<file path="src/rtl/uart_tx_drain_ctrl_pkg.sv">
// Shared types and constants for the UART transmit drain controller.
// Latency: n/a (declarations only).
// Backpressure: n/a.
package uart_pkg;

  typedef enum logic [2:0] {
    IDLE     = 3'd0,
    REQ      = 3'd1,
    WAIT_ACK = 3'd2,
    LOAD     = 3'd3,
    BACKOFF  = 3'd4
  } drain_state_t;

  localparam int UART_BYTE_W = 8;
  localparam int RETRY_DELAY = 4;

endpackage

</file>
<file path="src/rtl/uart_tx_drain_ctrl_if.sv">
// Ring-buffer read port plus transmitter byte handshake.
// Latency: n/a (wiring only).
// Backpressure: txReady stalls txValid/txData; the buffer side has none.
interface uart_tx_drain_ctrl_if;
  import uart_pkg::*;

  logic                   bufReadEnable;
  logic                   bufReadAck;
  logic [UART_BYTE_W-1:0] bufReadData;
  logic                   txValid;
  logic [UART_BYTE_W-1:0] txData;
  logic                   txReady;

  // Drain controller side
  modport master (
    output bufReadEnable,
    input  bufReadAck,
    input  bufReadData,
    output txValid,
    output txData,
    input  txReady
  );

  // Buffer / transmitter side
  modport slave (
    input  bufReadEnable,
    output bufReadAck,
    output bufReadData,
    input  txValid,
    input  txData,
    output txReady
  );
endinterface

</file>
<file path="src/rtl/uart_tx_drain_ctrl_retry_timer.sv">
// Loadable down-counter timing the empty-buffer backoff.
// Latency: done reflects the registered count in the same cycle.
// Backpressure: none; counts down only while dec is high and stops at zero.
module uart_retry_timer #(
  parameter int Width = 2
) (
  input  logic             clk,
  input  logic             reset,
  input  logic             load,
  input  logic [Width-1:0] load_val,
  input  logic             dec,
  output logic             done
);

  logic [Width-1:0] count;

  // Load takes priority; otherwise count down and park at zero
  always_ff @(posedge clk or posedge reset) begin
    if (reset) begin
      count <= '0;
    end else if (load) begin
      count <= load_val;
    end else if (dec && (count != '0)) begin
      count <= count - Width'(1);
    end
  end

  assign done = (count == '0);

endmodule

</file>
<file path="src/rtl/uart_tx_drain_ctrl.sv">
// Pops ring-buffer bytes one at a time and hands them to the UART transmitter.
// Latency: 3 cycles per byte (REQ, WAIT_ACK, LOAD) with txReady held high.
// Backpressure: txReady low holds the byte in LOAD; an empty read backs off RetryDelay cycles.
module uart_tx_drain_ctrl
  import uart_pkg::*;
#(
  parameter int RetryDelay = RETRY_DELAY,
  parameter int CountBits  = 16
) (
  input  logic                 clk,
  input  logic                 reset,
  input  logic                 enable,
  uart_tx_drain_ctrl_if.master bus,
  output logic                 busy,
  output logic [CountBits-1:0] bytesSent,
  output logic                 emptyRetry
);

  // Counter only ever holds RetryDelay-1, so clog2 bits suffice (min 1 bit)
  localparam int TimerW = (RetryDelay > 1) ? $clog2(RetryDelay) : 1;
  localparam logic [TimerW-1:0] BackoffLoad = TimerW'(RetryDelay - 1);

  drain_state_t state;
  logic         timer_load;
  logic         timer_dec;
  logic         timer_done;

  // Ack is only sampled in WAIT_ACK; any other level is the buffer's held value
  assign timer_load = (state == WAIT_ACK) && !bus.bufReadAck;
  assign timer_dec  = (state == BACKOFF);

  uart_retry_timer #(
    .Width(TimerW)
  ) u_retry_timer (
    .clk      (clk),
    .reset    (reset),
    .load     (timer_load),
    .load_val (BackoffLoad),
    .dec      (timer_dec),
    .done     (timer_done)
  );

  // Drain FSM; every output is registered and updated alongside the state
  always_ff @(posedge clk or posedge reset) begin
    if (reset) begin
      state             <= IDLE;
      bus.bufReadEnable <= 1'b0;
      bus.txValid       <= 1'b0;
      bus.txData        <= '0;
      busy              <= 1'b0;
      bytesSent         <= '0;
      emptyRetry        <= 1'b0;
    end else begin
      // Read request and retry flag are single-cycle pulses
      bus.bufReadEnable <= 1'b0;
      emptyRetry        <= 1'b0;
      case (state)
        IDLE: begin
          if (enable) begin
            state             <= REQ;
            bus.bufReadEnable <= 1'b1;
            busy              <= 1'b1;
          end
        end
        REQ: begin
          state <= WAIT_ACK;
        end
        WAIT_ACK: begin
          if (bus.bufReadAck) begin
            // A popped byte is always delivered, even if enable has dropped
            bus.txData  <= bus.bufReadData;
            bus.txValid <= 1'b1;
            state       <= LOAD;
          end else begin
            emptyRetry <= 1'b1;
            state      <= BACKOFF;
          end
        end
        LOAD: begin
          if (bus.txReady) begin
            bus.txValid <= 1'b0;
            bytesSent   <= bytesSent + CountBits'(1);
            if (enable) begin
              state             <= REQ;
              bus.bufReadEnable <= 1'b1;
            end else begin
              state <= IDLE;
              busy  <= 1'b0;
            end
          end
        end
        BACKOFF: begin
          if (timer_done) begin
            if (enable) begin
              state             <= REQ;
              bus.bufReadEnable <= 1'b1;
            end else begin
              state <= IDLE;
              busy  <= 1'b0;
            end
          end
        end
        default: begin
          state <= IDLE;
          busy  <= 1'b0;
        end
      endcase
    end
  end

endmodule

</file>
<file path="src/flat_wrapper.sv">
// flat-port wrapper written by rule: the top's interface ports become plain ports
module uart_tx_drain_ctrl_flat import uart_pkg::*;
#(
  parameter int RetryDelay = RETRY_DELAY,
  parameter int CountBits  = 16
)
  (clk, reset, enable, busy, bytesSent, emptyRetry, bus_bufReadEnable, bus_bufReadAck, bus_bufReadData, bus_txValid, bus_txData, bus_txReady);
  uart_tx_drain_ctrl_if bus_i ();
  input  logic clk;
  input  logic reset;
  input  logic enable;
  output logic busy;
  output logic [CountBits-1:0] bytesSent;
  output logic emptyRetry;
  output wire logic [$bits(bus_i.bufReadEnable)-1:0] bus_bufReadEnable;
  input wire logic [$bits(bus_i.bufReadAck)-1:0] bus_bufReadAck;
  input wire logic [$bits(bus_i.bufReadData)-1:0] bus_bufReadData;
  output wire logic [$bits(bus_i.txValid)-1:0] bus_txValid;
  output wire logic [$bits(bus_i.txData)-1:0] bus_txData;
  input wire logic [$bits(bus_i.txReady)-1:0] bus_txReady;
  assign bus_bufReadEnable = bus_i.bufReadEnable;
  assign bus_i.bufReadAck = bus_bufReadAck;
  assign bus_i.bufReadData = bus_bufReadData;
  assign bus_txValid = bus_i.txValid;
  assign bus_txData = bus_i.txData;
  assign bus_i.txReady = bus_txReady;
  uart_tx_drain_ctrl #(.RetryDelay(RetryDelay), .CountBits(CountBits)) u_core (.clk(clk), .reset(reset), .enable(enable), .bus(bus_i), .busy(busy), .bytesSent(bytesSent), .emptyRetry(emptyRetry));
endmodule
</file>
<file path="config.mk">
export PLATFORM = sky130hd
export DESIGN_NAME = uart_tx_drain_ctrl_flat
export DESIGN_NICKNAME = d
export VERILOG_FILES = /design/src/rtl/uart_tx_drain_ctrl_pkg.sv /design/src/rtl/uart_tx_drain_ctrl_if.sv /design/src/rtl/uart_tx_drain_ctrl_retry_timer.sv /design/src/rtl/uart_tx_drain_ctrl.sv /design/src/flat_wrapper.sv
export SDC_FILE = /design/constraint.sdc
export NUM_CORES = 1
export LEC_CHECK = 0
export ABC_AREA = 0
export ABC_CLOCK_PERIOD_IN_PS = 2310
export BUFFER_PORTS_ARGS = -buffer_cell sky130_fd_sc_hd__clkbuf_2
export CAP_MARGIN = 20
export CELL_PAD_IN_SITES_DETAIL_PLACEMENT = 0
export CELL_PAD_IN_SITES_GLOBAL_PLACEMENT = 1
export CORE_MARGIN = 1
export CORE_UTILIZATION = 30
export DETAILED_ROUTE_END_ITERATION = 10
export MAX_ROUTING_LAYER = met4
export PLACE_DENSITY = 0.73
export SLEW_MARGIN = 40
export SYNTH_ARGS = -nofsm -noshare
export SYNTH_HDL_FRONTEND = slang
export SYNTH_SLANG_ARGS = --single-unit
</file>
<file path="constraint.sdc">
create_clock -name clk -period 2.31 [get_ports clk]
set_clock_uncertainty 0.2 [all_clocks]
set_input_delay 0.462 -clock clk [delete_from_list [all_inputs] [get_ports clk]]
set_output_delay 0.462 -clock clk [all_outputs]
set_load 0.05 [all_outputs]
</file>
==> results.ini, run 1 <==
[worst_hold_path]
min_path_type=in -> async

[drt]
drtAntennaViolNets=0
dr.first_iter.drc_count=49
wl_per_cell_um=11.6
route.detailed.drc=0
detailroute.via_count=1163
firstDrtPassIters=4
drt-total-wl_um=2930
avgViaCountPerCell=4.60

[cells_and_area]
nFillCells=502
fin_area_um2=1910
num-nets-final=200
drive_gt1_share_pct=35.5
area_delta_synth_final_pct=24.7
antenna_cells=0
final_core_util_pct=39.7

[synth]
syn_nets=153
yosys_register_bits=33
synth_warnings=0
async_reset_ff_share_pct=100
syn_avg_cell_area_um2=11.1
synthesis.area_um2=1530
yosysSeqAreaShare_pct=53.9
ys.flop_type=dfrtp_1
synth_cell_types=35
synth_edf_count=0
syn_inst=138

[timing]
fmax_ghz=0.531
finalCriticalPeriod_ns=1.88
tightest_slew_ns=0.476
period_share_pct=81.5
max_slew_margin_pct=68.0
slew_viol_final=0
setup_violations=0
finalHoldViolCount=0
rsz0062_at_grt=false
fin_setup_tns_ns=0

[cts]
clockRootBuffer=clkbuf_8
numClockSinks=33
cts_made_buffers=5
hold_buffers=0
clk_latency_ns=0.29
clkTransAtPathRegs_ns=0.07
cts_max_level=2
clock_path_buffers=2
cts_setup_buffers=0
cts_tree=done
cts_resized=0

[global_routing]
grt_max_degree=34
antenna_found_initial=0
track_usage_pct=13.1
grt_pass1_wl_um=5060
grt.overflow.total=0
grt_pass1_vias=1058

[worst_setup_path]
arrival_ns=1.86
end_kind=register
critPathLaunchType=register
reg2reg_depth=4
worst-setup-path-type=reg -> reg
r2r_setup_slack_ns=0.43
required_ns=2.29
r2r_start=u_core.state[1]
cpMaxStageDelayCell=dfrtp_1
reg2reg_to=u_core.bytesSent[15]
max_stage_delay_ns=0.52
crit_chain=and4b_1 > and4_1 > nand4_1 > xnor2_1
crit_fanout=12

[floorplan]
die_x_um=73.5
rows=25
die_area_um2=5400
start_util_pct=31.8
coreArea_um2=4820
chipHeight_um=73.5
ioPinCount=41

[placement]
gp_congestion=0.700
hpwl_um=2120
portBuffers=40
dpl_cell_area_um2=1820

[power_and_ir_drop]
p_total_w=0.00238
leakage_nw=0.935
powerDensity_nw_per_um2=1250
irDropWorstVdd_v=0.000488

[flow_run]
cap_violations=0

[outcome]
outcome=finished clean

worst max-delay path, delay by kind of cell (launching register included):
family / cells / cell delay (ns)
flip-flops: 1 / 0.52
XOR/XNOR: 1 / 0.15
AND/OR/NAND/NOR: 3 / 0.91
layer usage:
| layer | global-route usage (%) | wire [µm] |
|---|---|---|
| met5 | - | 0 |
| met3 | 3.84 | 164 |
| met1 | 16.3 | 1440 |
| met2 | 19.6 | 1280 |
| met4 | 5.77 | 44 |
layout make-up:
class	instances	area, µm²	share of cell area [%]
well taps	67	83.8	4.39
multi-input cells	91	647	33.9
inverters	10	37.5	1.96
clock inverters	3	17.5	0.917
flip-flops and latches	33	826	43.2
clock buffers	5	68.8	3.60
repair buffers	44	230	12.0
per-stage QoR:
step           std cells  setup slack [ns]  hold WS [ns]
6_report             253             0.426        0.0356
5_1_grt              253             0.243        0.0691
4_1_cts              253             0.411        0.0444
3_5_place_dp         245             0.378         0.279
3_3_place_gp         245             0.391         0.271
2_1_floorplan        138             0.341         0.259
flip-flops by register name, indices dropped and copies added, names as in the netlist:
name	flops
u_core.state	3
u_core.u_retry_timer.count	2
u_core.busy	1
u_core.bus.txData	8
u_core.bus.txValid	1
u_core.bytesSent	16
u_core.emptyRetry	1
u_core.bus.bufReadEnable	1
power breakdown:
part | internal, W | leakage (nW) | switching [W]
combinational | 0.000334 | 0.481 | 0.000745
sequential | 0.000743 | 0.410 | 0.000133
clock | 0.000208 | 0.0439 | 0.000217
how the worst max path moves through the flow:
stage / startpoint / end / slack [ns] / cells after the start
6_report: u_core.state[1] / u_core.bytesSent[15] / 0.43 / 4
3_5_place_dp: bus_txReady / u_core.bytesSent[15] / 0.38 / 5
4_1_cts: u_core.state[1] / u_core.bytesSent[15] / 0.41 / 4
5_1_grt: u_core.state[1] / u_core.bytesSent[15] / 0.24 / 4
3_3_place_gp: bus_txReady / u_core.bytesSent[15] / 0.39 / 5
2_1_floorplan: u_core.bytesSent[3] / u_core.bytesSent[15] / 0.34 / 4
placed cells by master (no fill, tap or decap), types with 5 or more instances in the layout:
cell      netlist  final
clkbuf_2        0     40
clkbuf_8        0      5
nand3_1         6      6
inv_1          10     10
a21oi_1         6      6
dfrtp_1        33     33
nand2_1         8      8
nor2_1         13     13
mux2_2          9      9
xnor2_1        11     11
cell families (layout without fill, tap and decap cells):
group	count (synthesis)	count (layout)	synth area share, %
xor gates and xnor gates	15	15	8.57
AOI/OAI and AO/OA	16	16	6.61
and+or+nand+nor	48	48	18.1
buffers and inverters	14	62	3.92
DFF	33	33	53.9
muxes	10	10	7.27
adders and majority gates	2	2	1.63
cells in the mapped netlist (2+ instances only):
| library cell | count | share of area, % |
|---|---|---|
| a211oi_1 | 2 | 0.98 |
| buf_4 | 2 | 0.98 |
| xor2_1 | 4 | 2.3 |
| xnor2_1 | 11 | 6.3 |
| nand2_1 | 8 | 2.0 |
| clkbuf_1 | 2 | 0.49 |
| o21ai_0 | 3 | 0.98 |
| ha_1 | 2 | 1.6 |
| inv_1 | 10 | 2.4 |
| dfrtp_1 | 33 | 54 |
| nand3_1 | 6 | 2.0 |
| mux2_2 | 9 | 6.6 |
| and3_1 | 2 | 0.82 |
| nor2_1 | 13 | 3.2 |
| nand4_1 | 3 | 1.2 |
| a21oi_1 | 6 | 2.0 |
| nor3_1 | 4 | 1.3 |
(Power assumes the default switching activity.)
==> inputs of run 2 (changes only) <==
ABC_AREA = 1   (was 0)
ABC_CLOCK_PERIOD_IN_PS = 1700   (was 2310)
PLACE_DENSITY = 0.76   (was 0.73)
clock period = 1.7 ns   (was 2.31 ns; I/O delays follow)
==> results.ini, run 2 <==
[outcome]
outcome=finished clean

[synth]
synth_cell_types=24
synthesis.area_um2=1650
yosysMostFrequentCell=nand2_1
synthTopCellsByArea=dfrtp_1 (50%), nand2_1 (11%), mux2_4 (6.4%), inv_1 (4.8%), nand3_1 (3.9%)
synth_edf_count=0
yosys_register_bits=33
syn_avg_cell_area_um2=9.11
ys.flop_type=dfrtp_1
async_reset_ff_share_pct=100
syn_nets=196
yosysSeqAreaShare_pct=50.1
synth_warnings=0
synth_top_area_share_pct=50.1
syn_inst=181
ys_top_cells_by_count=nand2_1 (49), dfrtp_1 (33), inv_1 (21), nor2_1 (16), nand3_1 (13)
synth_top_area_cell=dfrtp_1

[floorplan]
coreArea_um2=5200
chipHeight_um=76.1
die_area_um2=5800
die_x_um=76.1
ioPinCount=41
start_util_pct=31.7
rows=26

[placement]
portBuffers=40
hpwl_um=2460
gp_congestion=0.768
dpl_cell_area_um2=1970

[power_and_ir_drop]
p_sw_share_pct=45.1
p_total_w=0.00372
irDropWorstVdd_v=0.000910
p_comb_share_pct=46.3
intPower_w=0.00204
seqPwrFrac_pct=33.4
powerDensity_nw_per_um2=1760
switching_power_w=0.00167
p_clk_share_pct=20.3
leakage_nw=1.12

[worst_setup_path]
required_ns=1.16
crit_fanout=4
arrival_ns=1.05
worst-setup-path-type=reg -> out
critPathLaunchType=register
end_kind=output pin

[global_routing]
grt.overflow.total=0
track_usage_pct=12.5
use_met3_pct=3.23
met1_usage_pct=16.0
grt_pass1_vias=1268
antenna_found_initial=0
grt_max_degree=34
busiest_layer=met2
grt_pass1_wl_um=5710
use_met2_pct=20.0

[timing]
fmax_ghz=0.629
finalCriticalPeriod_ns=1.59
max_slew_margin_pct=71.7
tightest_slew_ns=0.425
fin_setup_tns_ns=0
setup_violations=0
rsz0062_at_grt=false
period_share_pct=93.5
slew_viol_final=0
finalHoldViolCount=0

[cts]
cts_tree=done
clkTransAtPathRegs_ns=0.07
clock_path_buffers=2
numClockSinks=33
clk_latency_ns=0.28
cts_made_buffers=5
clockRootBuffer=clkbuf_8
cts_max_level=2

[cells_and_area]
largest_register=u_core.bytesSent
drive_gt1_share_pct=32.5
largest_reg_flops=16
area_delta_synth_final_pct=27.7
fin_area_um2=2110
layout_commonest_cell=nand2_1
antenna_cells=0
largestRegisters=u_core.bytesSent (16), u_core.bus.txData (8), u_core.state (3)
final_core_util_pct=40.5
layout_common_cells=nand2_1 (49), clkbuf_2 (40), dfrtp_1 (30)
num-nets-final=248

[drt]
detailroute.via_count=1313
dr.first_iter.drc_count=38
drtAntennaViolNets=0
avgViaCountPerCell=4.32
drt-total-wl_um=3190
firstDrtPassIters=4
wl_per_cell_um=10.5
route.detailed.drc=0

[flow_run]
cap_violations=0

[worst_hold_path]
min_path_type=in -> reg

[run 2: power groups by stage]
stage / Combinational (W) / Sequential, W / Clock (W)
after CTS: 0.00173 / 0.00124 / 0.000785
after detailed placement: 0.00173 / 0.00125 / 0
after floorplan: 0.000669 / 0.00193 / 0
after global routing: 0.00188 / 0.00128 / 0.000814
final: 0.00172 / 0.00124 / 0.000753
after global placement: 0.00171 / 0.00126 / 0
[run 2: area by class of cell]
cell class                 instances  area, µm²
fill                             545       3100
clock buffer                       7       86.3
multi-input combinational        124        738
inverter                          23       86.3
clock inverter                     1       30.0
tap                               70       87.6
timing repair buffer              46        248
sequential                        33        830
[run 2: critical path, stage by stage, from the launching register on]
cell,delay [ns]
dfrtp_1,0.39
buf_4,0.15
clkbuf_2,0.23
[run 2: per-stage QoR]
step | setup WS (ns) | hold slack [ns] | cells
3_5_place_dp | 0.0793 | 0.248 | 295
5_1_grt | 0.000807 | 0.0777 | 304
2_1_floorplan | 0.00493 | 0.269 | 181
3_3_place_gp | 0.107 | 0.240 | 295
6_report | 0.110 | 0.0932 | 304
4_1_cts | 0.0720 | 0.0802 | 304
[run 2: cells by family after synthesis]
kind of cell,Yosys count,share of synthesized area (%)
compound gates,10,3.26
xor+xnor,9,4.78
fa+ha+maj,2,1.52
buf+inv,24,5.92
flops,33,50.1
mux,8,7.06
simple gates,95,27.4
[run 2: worst paths after layout]
| kind | start | to | slack (ns) | depth (start not counted) |
|---|---|---|---|---|
| max in group asynchronous | reset | u_core.bytesSent[0] | 0.47 | 4 |
| setup reg to reg | u_core.state[2] | u_core.bytesSent[7] | 0.14 | 6 |
| setup / recovery | u_core.bytesSent[2] | bytesSent[2] | 0.11 | 2 |
| hold reg to reg | u_core.bus.txValid | u_core.bus.txValid | 0.27 | 2 |
| hold / removal | bus_bufReadData[4] | u_core.bus.txData[4] | 0.09 | 2 |
| min in group asynchronous | reset | u_core.bytesSent[15] | 0.50 | 4 |
[run 2: timing repair]
action                                 in CTS  in global routing
hold buffers                                1                  0
setup buffers                               0                  0
endpoints found under the hold margin      33                  0
setup endpoints to repair                   0                 11
resized for setup                           0                  3
[run 2: routing by layer]
metal	wire length [µm]	part of all wire (%)
met5	0	0
met4	23	0.72
met3	132	4.1
met2	1520	47
met1	1520	48
